===== config.mk =====
export PLATFORM = sky130hd
export DESIGN_NAME = control_link_bus_bridge
export DESIGN_NICKNAME = d
export VERILOG_FILES = /design/src/rtl/control_link_pkg.sv /design/src/rtl/control_link_bus_bridge_local_regs.sv /design/src/rtl/control_link_bus_bridge.sv
export SDC_FILE = /design/constraint.sdc
export NUM_CORES = 1
export LEC_CHECK = 0
export ABC_AREA = 1
export BUFFER_PORTS_ARGS = -buffer_cell sky130_fd_sc_hd__buf_2
export CELL_PAD_IN_SITES_DETAIL_PLACEMENT = 2
export CELL_PAD_IN_SITES_GLOBAL_PLACEMENT = 2
export CORE_MARGIN = 1
export CORE_UTILIZATION = 27
export DETAILED_ROUTE_END_ITERATION = 10
export GPL_TIMING_DRIVEN = 0
export PLACE_DENSITY = 0.8
export SYNTH_ARGS = -nofsm -noshare
export SYNTH_HDL_FRONTEND = slang
export SYNTH_SLANG_ARGS = --single-unit

===== constraint.sdc =====
create_clock -name byte_clk -period 2 [get_ports byte_clk]
set_clock_uncertainty 0.1 [all_clocks]
set_input_delay 0.1 -clock byte_clk [delete_from_list [all_inputs] [get_ports byte_clk]]
set_output_delay 0.1 -clock byte_clk [all_outputs]
set_load 0.02 [all_outputs]

===== src/rtl/control_link_pkg.sv =====
// Shared constants and state type for the control-link bus bridge.
package control_link_pkg;

  localparam logic [15:0] ADDR_BOARD_ID   = 16'h0000;
  localparam logic [15:0] ADDR_SCRATCH    = 16'h0001;
  localparam logic [15:0] ADDR_STATUS     = 16'h0002;
  localparam logic [15:0] LOCAL_ADDR_MAX  = 16'h0002;
  localparam logic [31:0] TIMEOUT_PATTERN = 32'hDEADBEEF;

  typedef enum logic [1:0] {
    IDLE  = 2'd0,
    LOCAL = 2'd1,
    BUS   = 2'd2,
    HOLD  = 2'd3
  } state_e;

endpackage


===== src/rtl/control_link_bus_bridge_local_regs.sv =====
// Local register file: BOARD_ID, scratch and status read mux plus write decode.
module control_link_local_regs
  import control_link_pkg::*;
#(
  parameter logic [31:0] BOARD_ID = 32'hC0DE0001
) (
  input  logic        byte_clk,
  input  logic        reset,
  input  logic        wr_en,
  input  logic [15:0] addr,
  input  logic [31:0] wdata,
  input  logic        timeout_err,
  input  logic [15:0] tmo_cnt,
  output logic [31:0] rdata,
  output logic        status_clr
);

  logic [31:0] scratch;

  always_ff @(posedge byte_clk) begin
    if (reset) begin
      scratch <= '0;
    end else if (wr_en && addr == ADDR_SCRATCH) begin
      scratch <= wdata;
    end
  end

  // Status counters live in the top-level FSM; this only flags the clearing write.
  assign status_clr = wr_en && (addr == ADDR_STATUS);

  always_comb begin
    rdata = '0;
    case (addr)
      ADDR_BOARD_ID: rdata = BOARD_ID;
      ADDR_SCRATCH:  rdata = scratch;
      ADDR_STATUS:   rdata = {15'h0, timeout_err, tmo_cnt};
      default:       rdata = '0;
    endcase
  end

endmodule


===== src/rtl/control_link_bus_bridge.sv =====
// Bridges decoded control-link requests to local registers or a single-master local bus.
module control_link_bus_bridge
  import control_link_pkg::*;
#(
  parameter logic [31:0] BOARD_ID       = 32'hC0DE0001,
  parameter int unsigned TIMEOUT_CYCLES = 255
) (
  input  logic        byte_clk,
  input  logic        reset,
  input  logic        strobe,
  input  logic        requestIsWrite,
  input  logic [15:0] address,
  input  logic [31:0] dataOut,
  output logic        ack,
  output logic [31:0] dataIn,
  output logic        bus_req,
  output logic        bus_we,
  output logic [15:0] bus_addr,
  output logic [31:0] bus_wdata,
  input  logic [31:0] bus_rdata,
  input  logic        bus_ack,
  output logic        bus_timeout_err
);

  localparam logic [15:0] TMO_LOAD = 16'(TIMEOUT_CYCLES);

  state_e      state, state_d;
  logic        strobe_q;
  logic        lat_we, lat_we_d;
  logic [15:0] lat_addr, lat_addr_d;
  logic [31:0] lat_wdata, lat_wdata_d;
  logic        abandoned, abandoned_d;
  logic [15:0] timer, timer_d;
  logic [15:0] tmo_cnt, tmo_cnt_d;
  logic        err_d, ack_d, bus_req_d, bus_we_d;
  logic [31:0] data_in_d, bus_wdata_d;
  logic [15:0] bus_addr_d;
  logic        rise, host_gone, done;
  logic [31:0] local_rdata;
  logic        status_clr;

  assign rise = strobe & ~strobe_q;

  control_link_local_regs #(.BOARD_ID(BOARD_ID)) u_local_regs (
    .byte_clk    (byte_clk),
    .reset       (reset),
    .wr_en       ((state == LOCAL) && lat_we),
    .addr        (lat_addr),
    .wdata       (lat_wdata),
    .timeout_err (bus_timeout_err),
    .tmo_cnt     (tmo_cnt),
    .rdata       (local_rdata),
    .status_clr  (status_clr)
  );

  always_comb begin
    state_d     = state;
    lat_we_d    = lat_we;
    lat_addr_d  = lat_addr;
    lat_wdata_d = lat_wdata;
    abandoned_d = abandoned;
    timer_d     = timer;
    tmo_cnt_d   = tmo_cnt;
    err_d       = bus_timeout_err;
    ack_d       = ack;
    data_in_d   = dataIn;
    bus_req_d   = bus_req;
    bus_we_d    = bus_we;
    bus_addr_d  = bus_addr;
    bus_wdata_d = bus_wdata;
    host_gone   = 1'b0;
    done        = 1'b0;
    case (state)
      IDLE: begin
        if (rise) begin
          lat_we_d    = requestIsWrite;
          lat_addr_d  = address;
          lat_wdata_d = dataOut;
          if (address <= LOCAL_ADDR_MAX) begin
            state_d = LOCAL;
          end else begin
            state_d     = BUS;
            bus_req_d   = 1'b1;
            bus_we_d    = requestIsWrite;
            bus_addr_d  = address;
            bus_wdata_d = dataOut;
            timer_d     = TMO_LOAD;
            abandoned_d = 1'b0;
          end
        end
      end
      LOCAL: begin
        ack_d     = 1'b1;
        data_in_d = lat_we ? lat_wdata : local_rdata;
        state_d   = HOLD;
        if (status_clr) begin
          tmo_cnt_d = '0;
          err_d     = 1'b0;
        end
      end
      BUS: begin
        // A strobe drop anywhere in the bus cycle marks the request abandoned.
        host_gone   = abandoned | ~strobe;
        abandoned_d = host_gone;
        if (bus_ack) begin
          bus_req_d = 1'b0;
          data_in_d = lat_we ? lat_wdata : bus_rdata;
          done      = 1'b1;
        end else if (timer <= 16'd1) begin
          bus_req_d = 1'b0;
          data_in_d = TIMEOUT_PATTERN;
          err_d     = 1'b1;
          tmo_cnt_d = (tmo_cnt == 16'hFFFF) ? tmo_cnt : tmo_cnt + 16'd1;
          done      = 1'b1;
        end else begin
          timer_d = timer - 16'd1;
        end
        if (done) begin
          if (host_gone) begin
            state_d = IDLE;
          end else begin
            ack_d   = 1'b1;
            state_d = HOLD;
          end
        end
      end
      HOLD: begin
        if (!strobe) begin
          ack_d   = 1'b0;
          state_d = IDLE;
        end
      end
      default: state_d = IDLE;
    endcase
  end

  always_ff @(posedge byte_clk) begin
    if (reset) begin
      state           <= IDLE;
      strobe_q        <= 1'b1;
      lat_we          <= 1'b0;
      lat_addr        <= '0;
      lat_wdata       <= '0;
      abandoned       <= 1'b0;
      timer           <= '0;
      tmo_cnt         <= '0;
      bus_timeout_err <= 1'b0;
      ack             <= 1'b0;
      dataIn          <= '0;
      bus_req         <= 1'b0;
      bus_we          <= 1'b0;
      bus_addr        <= '0;
      bus_wdata       <= '0;
    end else begin
      state           <= state_d;
      strobe_q        <= strobe;
      lat_we          <= lat_we_d;
      lat_addr        <= lat_addr_d;
      lat_wdata       <= lat_wdata_d;
      abandoned       <= abandoned_d;
      timer           <= timer_d;
      tmo_cnt         <= tmo_cnt_d;
      bus_timeout_err <= err_d;
      ack             <= ack_d;
      dataIn          <= data_in_d;
      bus_req         <= bus_req_d;
      bus_we          <= bus_we_d;
      bus_addr        <= bus_addr_d;
      bus_wdata       <= bus_wdata_d;
    end
  end

endmodule


Yosys cells after proc, flatten, opt, wreduce, memory -nomap -nowiden
Cells that the tools add are included.

Input port bits: 85. ROM bits: 0. Bits in latches: 0. Memory bits (writable): 0. Logic and storage cells: 101. Flip-flop bits (word level): 201. Memories: 0. Output and inout bits: 84.

Div/mod/pow operators: 0. Order comparisons: 2. Add/subtract/negate cells: 2. Bitwise logic cells: 5. Shifts and indexed selects: 0. Multipliers: 0. Reductions and logical operators: 18. Multiplexer cells: 41. Equal/unequal tests: 17.

Operators by type and width (count): 2-to-1 mux 16 bit (8); 2-to-1 mux 32 bit (4); one-hot mux 32 bit (3 select lines) (1); one-hot mux 16 bit (2 select lines) (2); one-hot mux 32 bit (2 select lines) (1); inequality test 2 bit, second input constant (10); adder 16 x 1 -> 16 bit, second input constant (1); equality test 16 x 1 -> 1 bit, second input constant (1); equality test 16 bit, second input constant (1); equality test 16 x 2 -> 1 bit, second input constant (1); less-or-equal comparator 16 x 1 -> 1 bit, second input constant (1); less-or-equal comparator 16 x 2 -> 1 bit, second input constant (1); zero test 16 bit (1); subtractor 16 x 1 -> 16 bit, second input constant (1); 2-to-1 mux 1 bit (15); AND reduction 4 bit (3); 2-to-1 mux 2 bit (5); AND reduction 5 bit (2); AND reduction 3 bit (3); one-hot mux 2 bit (4 select lines) (1); one-hot mux 1 bit (2 select lines) (3); equality test 2 bit, second input constant (2); AND reduction 2 bit (2); nonzero test 2 bit (2); 9 further kinds (13).

Depth between registers and ports, before layout
Gate-level depths: netlist (run 1).

Depth in word-level cells: 6. Mapped depth: 12. Mapped depth without buffers: 11.

Hierarchy
Synthesis (run 1) repeated with hierarchy kept, for this count alone.

Cell total of the unflattened synthesis: 1484. Area total of the unflattened synthesis: 9924.5 µm².

Modules (own cells, without submodules): control_link_bus_bridge (seq. area each 3383.2 µm², cells each 1127, times used 1, area each 7877.6 µm²); control_link_local_regs (seq. area each 640.6 µm², cells each 357, times used 1, area each 2047.0 µm²).

Worst setup path after synthesis (run 1)
No wires, ideal clock.

Path type: register -> register. From: register state[0]. To: register dataIn[25]. Stages on the path, launching flop included: 11. Path slack: 0.064 ns. Setup time: 0.120 ns. Period minus slack after synthesis: 1.936 ns. Arrival time: 1.716 ns. Cells stage by stage: dfxtp_1 -> inv_1 -> ha_1 -> buf_2 -> or2_2 -> clkbuf_1 -> nand2_1 -> clkbuf_1 -> nand2_1 -> nand2_1 -> a21oi_1.

Longest elaborated chain between the ends: 3. Elaborated cells on any way between the ends: 6. Classes of those cells: 3 x eq/ne; 1 x mux; 2 x reduce/logical.

Ends and longest elaborated chain: from (decl) (line control_link_bus_bridge.sv:27) `state_e state, state_d;`; from (signal assigned) (line control_link_bus_bridge.sv:155) `state <= state_d;`; equality test 2 bit / equality test 2 x 1 -> 1 bit (equally long branches) (line control_link_bus_bridge.sv:73) `case (state)`; inequality test 3 bit (no line) / nonzero test 2 bit (equally long branches); AND reduction 2 bit (no line); to (signal assigned) (line control_link_bus_bridge.sv:165) `dataIn <= data_in_d;`; to (decl) (line control_link_bus_bridge.sv:15) `output logic [31:0] dataIn,`.

Parallel ways exist; a longest one is shown, timed or not. A chain may end at the register's enable or synchronous reset.

Final worst setup path (run 1)
From: register lat_addr[6]. To: register dataIn[18].

Longest elaborated chain between the ends: 4. Elaborated cells on any way between the ends: 6. Classes of those cells: 2 x eq/ne; 3 x mux; 1 x reduce/logical.

Ends and longest elaborated chain: from (decl) (line control_link_bus_bridge.sv:30) `logic [15:0] lat_addr, lat_addr_d;`; from (signal assigned) (line control_link_bus_bridge.sv:158) `lat_addr <= lat_addr_d;`; equality test 16 x 2 -> 1 bit (tied with other cells) (line control_link_bus_bridge_local_regs.sv:33) `case (addr)`; one-hot mux 32 bit (3 select lines) (*) (line control_link_bus_bridge_local_regs.sv:33); 2-to-1 mux 32 bit (*) (line control_link_bus_bridge.sv:94) `data_in_d = lat_we ? lat_wdata : local_rdata;`; one-hot mux 32 bit (2 select lines) (*) (line control_link_bus_bridge.sv:73).

Mark *: on every way between the ends. The rest lies on a longest branch, timed or not.

==> metrics, run 1 <==
clock transition at the registers of the reported paths 0.07 ns; Syn Area/Cell 6.505 µm²; Worst slew margin 45.21%; area leader, netlist dfxtp_1; Pint 0.01022 W; Routed WL 50910 µm; startpoint types register; period utilisation layout 105.1%; Post-synth ARST share 0%; WL met3 2677 µm; wire per inst 22.66 µm; Bufs and invs on worst path 1; commonest cells in the netlist nand2_1, dfxtp_1, a21oi_1, nor2_1, nand3_1; Die W 190.6 µm; Setup Crit Path Kind reg2reg; Psw 0.008211 W; core area 34800 µm²; layout cells sized above 1 20.55%; Hold Violations, Final 0; min Tclk post-route 2.102 ns; Fmax 0.4757 GHz; failing checks negative setup slack; FF+latch count, synth 201; RSZ-0062 raised after global routing yes; Yosys top cell area share 41.88%; Power Density 1382 nW/µm²; DP HPWL 30990 µm; DR DRC count 0; depth of the CTS H-tree 1; max-slew violations 0; DP Cell Count 2099; CP required 2.39 ns; nets 1865; CTS sink cnt 201; Max stage delay on crit path 0.32 ns; drt pass-1 iters 4; sequential area share after synthesis 41.88%; Worst Slack Setup Final -0.1020 ns; Synthesized Nets 1569; Critical Path AT 2.49 ns; CP cell instances nor2_2, nand2_4, nor3_4, buf_4, nand2_1, nor2_4, nand2_1, a21oi_1, nor2_1, nor2_1; Total GRT Usage 25.62%; CTS root buf clkbuf_16; CP delay by family, top simple AND/OR/NAND/NOR gates; # setup viols final 9; initial antenna violation count 0; Max VDD drop 564.8 µV; CTS max path bufs 3; static leakage 5.838 nW; Setup Total Neg Slack -0.3180 ns; Non-Filler Instances 2247; most frequent cell after synthesis nand2_1; vias in the first global route 12431; Clock Power Share 25.7%; Starting Density 27.61%; YS warnings 0; initial drt markers 675; row count 68; Cell Area, Synth 9608 µm²; max_cap viols 0; share of power burned in registers 27.0%; Max Used Layer met4; Comb power frac 47.3%; total number of vias 11584; first-pass GRT wire length 72130 µm; clk_lat worst skew 0.56 ns; min-delay worst type in2reg; Die H 190.6 µm; Cells after Synth 1477; outcome complete, but fails checks; Crit-path slowest cell dfxtp_1; CP max FO 5; global route overflow 0; largest net degree at the start of global routing 20; CTS tree built; pin slew with the least headroom to its limit 0.8218 ns; EDFF count, synth 0; wire length on met1 21750 µm; remaining antenna violation count 0; Synth Flop Type dfxtp_1; via density per instance 5.155; Switching Fraction 44.55%; TritonCTS buffer count 25; port bufs 167; GPL Wtd Cong 0.8639; Die ar. 36340 µm²; main area contributors after synthesis dfxtp_1, nand2_1, a21oi_1, nor2_1, nand3_1; P&R area growth vs syn 38.86%; WL met2 24610 µm; Unique masters post-synth 33; CP Capture Type register; IO Pins 169; fill count 4105
worst reg2reg max path, cell delays in order, from the launching register on:
cell and delay (ns):
dfxtp_1 0.32, nor2_2 0.16, nand2_4 0.15, nor3_4 0.26
buf_4 0.19, nand2_1 0.10, nor2_4 0.18, nand2_1 0.10
a21oi_1 0.24, nor2_1 0.11, nor2_1 0.14
worst paths after layout:
kind	start	endpoint	slack, ns	cells past startpoint
worst max-delay path	lat_addr[6]$_SDFFE_PP0P_	dataIn[18]$_SDFFE_PP0P_	-0.10	10
worst max register to register	lat_addr[6]$_SDFFE_PP0P_	dataIn[18]$_SDFFE_PP0P_	-0.10	10
worst min-delay path	bus_ack	timer[8]$_SDFFE_PP0P_	0.17	6
worst min register to register	bus_wdata[27]$_SDFFE_PP0P_	bus_wdata[27]$_SDFFE_PP0P_	0.36	2
placed cells by master (no fill, tap or decap), types with 9 or more instances in the layout:
cell type        n
nand2_1        497
dfxtp_1        195
a21oi_1        178
buf_2          171
nor2_1         135
nand3_1         92
inv_1           86
dlygate4sd3_1   82
o21ai_0         58
clkbuf_1        35
nor3_1          33
buf_4           27
clkbuf_16       26
clkbuf_2        17
clkbuf_8        11
buf_6           10
clkbuf_4        10
nor2_4          10
inv_2            9
cell families (layout without fill, tap and decap cells):
logic type | count (synthesis) | after routing | share of synthesized area [%]
simple gates | 818 | 818 | 35.06
compound gates | 257 | 257 | 13.76
flops | 201 | 201 | 41.88
buf+inv | 185 | 499 | 7.566
xor+xnor | 9 | 9 | 0.8205
fa+ha+maj | 7 | 7 | 0.9115
other cells | 0 | 1 | 0
area by class of cell:
| class | count | area [µm²] | area share [%] |
|---|---|---|---|
| antenna | 1 | 2.502 | 0.01876 |
| buffer | 85 | 543.0 | 4.070 |
| clock buffer | 38 | 744.5 | 5.580 |
| clock inverter | 7 | 77.57 | 0.5815 |
| inverter | 96 | 362.8 | 2.720 |
| multi-input combinational | 1091 | 5131 | 38.46 |
| sequential | 201 | 4036 | 30.25 |
| tap | 455 | 569.3 | 4.267 |
| timing repair buffer | 273 | 1874 | 14.05 |
what timing repair did:
item / 4_1_cts / 5_1_grt
hold buffers: 82 / 0
buffers inserted: 11 / 10
endpoints found under the setup margin: 175 / 180
cloned: 0 / 3
pin swaps: 9 / 15
resized for setup: 92 / 103
endpoints found under the hold margin: 133 / 0
registers in the layout (all words and copies together), names as in the netlist:
signal                flops
bus_addr                 16
ack                       1
tmo_cnt                  16
bus_we                    1
state                     2
u_local_regs.scratch     32
timer                    16
dataIn                   32
bus_req                   1
lat_addr                 16
bus_timeout_err           1
bus_wdata                32
strobe_q                  1
lat_wdata                32
lat_we                    1
abandoned                 1
metal layers:
layer / global-route usage, % / vias to the layer above
met3: 4.141 / 110
met4: 9.138 / 0
met2: 44.43 / 407
li1: - / 5314
met1: 31.80 / 5753
met5: 0 / -
stage by stage:
step	setup slack [ns]	util [%]	total power [W]	instance area [µm²]	hold slack, ns
4_1_cts	0.001735	37.37	0.01727	13000	0.06063
3_3_place_gp	-0.5702	31.65	0.01145	11010	0.2833
2_1_floorplan	0.06413	-	0.009374	9608	0.09141
6_report	-0.1020	38.34	0.01843	13340	0.1660
5_1_grt	-0.1792	38.33	0.01941	13340	0.1506
3_5_place_dp	-0.6730	31.65	0.01172	11010	0.2928
power by group through the flow:
stage               sequential [W]  clock (W)  combinational, W
floorplan                  0.00523          0           0.00415
global placement           0.00495          0           0.00650
detailed placement         0.00497          0           0.00675
CTS                        0.00491    0.00471           0.00764
global route               0.00502    0.00493           0.00947
finish                     0.00498    0.00473           0.00873
Note: power is estimated with default switching activity, not from simulation.
==> inputs of run 2 (changes only) <==
Settings changed: CORE_UTILIZATION 27 to 30, PLACE_DENSITY 0.8 to 0.83.
Clock period 2 ns to 2.1 ns, I/O delays scaled along.
==> run 2 against run 1 <==
The flow finishes with violations (negative hold slack, negative setup slack). Die area down 9.9%. Sequential share of layout area about the same. Non-clock buffer count up 15. Critical path depth down 3. Critical path type unchanged. Critical endpoint is now timer[1]$_SDFFE_PP0P_. First-iteration DRC count up 18%. Register-to-register slack worse by 0.13 ns. Total power up 0.12%. Core utilization up 3.9 points. Final cell count down 1.8%.
==> metrics, run 2 (synthesis results as in run 1) <==
row count 65; total number of vias 12410; Critical Path AT 2.68 ns; launch point of the worst path state[0]$_SDFFE_PP0P_; max_cap viols 0; Crit-path slowest cell clkbuf_1; most common cell after layout, fill and taps aside nand2_1; Multi-input gate area 5142 µm²; Fmax 0.4297 GHz; Setup Crit Path Kind reg2reg; static leakage 5.905 nW; fill count 3658; clk_lat worst skew 0.58 ns; Die W 181.0 µm; CP Capture Type register; startpoint types register; layout cells sized above 1 21.45%; start of the worst register-to-register path state[0]$_SDFFE_PP0P_; clock transition at the registers of the reported paths 0.07 ns; Total GRT Usage 30.10%; DP HPWL 30590 µm; Seq. cell area 4039 µm²; CP max FO 10; WHS -0.002379 ns; max-slew violations 0; Reg2Reg Capture Point timer[1]$_SDFFE_PP0P_; Power Density 1384 nW/µm²; Hold Crit Endpoint dataIn[23]$_SDFFE_PP0P_; DP Cell Count 2046; pin slew with the least headroom to its limit 0.8663 ns; wire per inst 26.88 µm; M2 GR Usage 53.53%; global route overflow 0; min Tclk post-route 2.327 ns; flop2flop setup slack -0.23 ns; Setup Total Neg Slack -6.872 ns; CTS sink cnt 201; Die ar. 32750 µm²; drt pass-1 iters 7; via density per instance 5.623; remaining antenna violation count 0; Starting Density 30.45%; IO Pins 169; # setup viols final 100; P&R area growth vs syn 38.82%; core area 31560 µm²; CP required 2.45 ns; grt met3 use 4.535%; Worst Slack Setup Final -0.2274 ns; initial drt markers 796; Reg2Reg Depth 7; initial antenna violation count 1; RSZ-0062 raised after global routing yes; most frequent cells in the layout nand2_1, dfxtp_1, buf_2, a21oi_1, nor2_1; Hold Violations, Final 1; min-delay worst type in2reg; largest net degree at the start of global routing 20; Max VDD drop 700.0 µV; Max stage delay on crit path 0.55 ns; GPL Wtd Cong 0.8883; vias in the first global route 12893; Worst slew margin 42.25%; M1 GR Usage 36.02%; nets 1882; CTS max path bufs 3; Die H 181.0 µm; DR DRC count 0; CP cell instances inv_4, ha_1, buf_6, clkbuf_1, nand2_1, o21ai_1, nor2_1; Non-Filler Instances 2207; first-pass GRT wire length 76560 µm; TritonCTS buffer count 25; port bufs 167; CTS tree built; depth of the CTS H-tree 1; CTS root buf clkbuf_16; failing checks negative hold slack, negative setup slack; GRT Max-Usage Layer met2; hold_sp bus_rdata[23]; Cells on Worst Hold Path 5; outcome complete, but fails checks; period utilisation layout 110.8%; Routed WL 59330 µm
## run 2: final cells by class
class / instances / area share (%)
Sequential cell: 201 / 30.28
Buffer: 86 / 3.752
Timing Repair Buffer: 287 / 14.97
Multi-Input combinational cell: 1093 / 38.56
Clock inverter: 7 / 0.6660
Inverter: 96 / 2.739
Antenna cell: 1 / 0.01876
Tap cell: 402 / 3.771
Clock buffer: 34 / 5.244
## run 2: worst max path at each step
stage,endpoint,cells past startpoint
after floorplan,dataIn[25]$_SDFFE_PP0P_,10
after global placement,dataIn[27]$_SDFFE_PP0P_,11
after detailed placement,dataIn[27]$_SDFFE_PP0P_,9
after CTS,tmo_cnt[11]$_SDFFE_PP0P_,10
after global routing,tmo_cnt[0]$_SDFFE_PP0P_,12
final,timer[1]$_SDFFE_PP0P_,7
## run 2: what timing repair did
item,4_1_cts,5_1_grt
gates resized for setup,76,107
hold buffers,80,0
gates cloned,0,5
endpoints found under the setup margin,176,189
pin swaps,7,24
setup buffers,6,32
endpoints found under the hold margin,130,0
## run 2: worst max-delay path, delay by kind of cell (launching register included)
family          cells  cell delay [ns]
compound gates      1             0.29
buf+inv             3             0.86
simple gates        2             0.36
fa+ha+maj           1             0.23
flops               1             0.37
## run 2: layer usage
layer  wire length, µm  up-vias
li1                  -     5348
met1             23350     6218
met2             28470      606
met3              3698      238
met4              3814        0
met5                 0        -
## run 2: where the power goes
| group | internal [W] | switching [W] |
|---|---|---|
| registers | 0.00431 | 0.000470 |
| logic | 0.00305 | 0.00608 |
| clock network | 0.00256 | 0.00199 |
## run 2: metrics by stage
stage | total power (W) | setup slack, ns | hold slack (ns) | cell area (µm²) | util (%)
after floorplan | 0.008928 | 0.1641 | 0.09641 | 9608 | -
after global placement | 0.01084 | -0.4693 | 0.2814 | 10950 | 34.69
after detailed placement | 0.01109 | -0.5639 | 0.2905 | 10950 | 34.69
after CTS | 0.01608 | 0.002711 | 0.01118 | 12770 | 40.47
after global routing | 0.01917 | -0.3075 | 0.05808 | 13340 | 42.27
final | 0.01845 | -0.2274 | -0.002379 | 13340 | 42.27
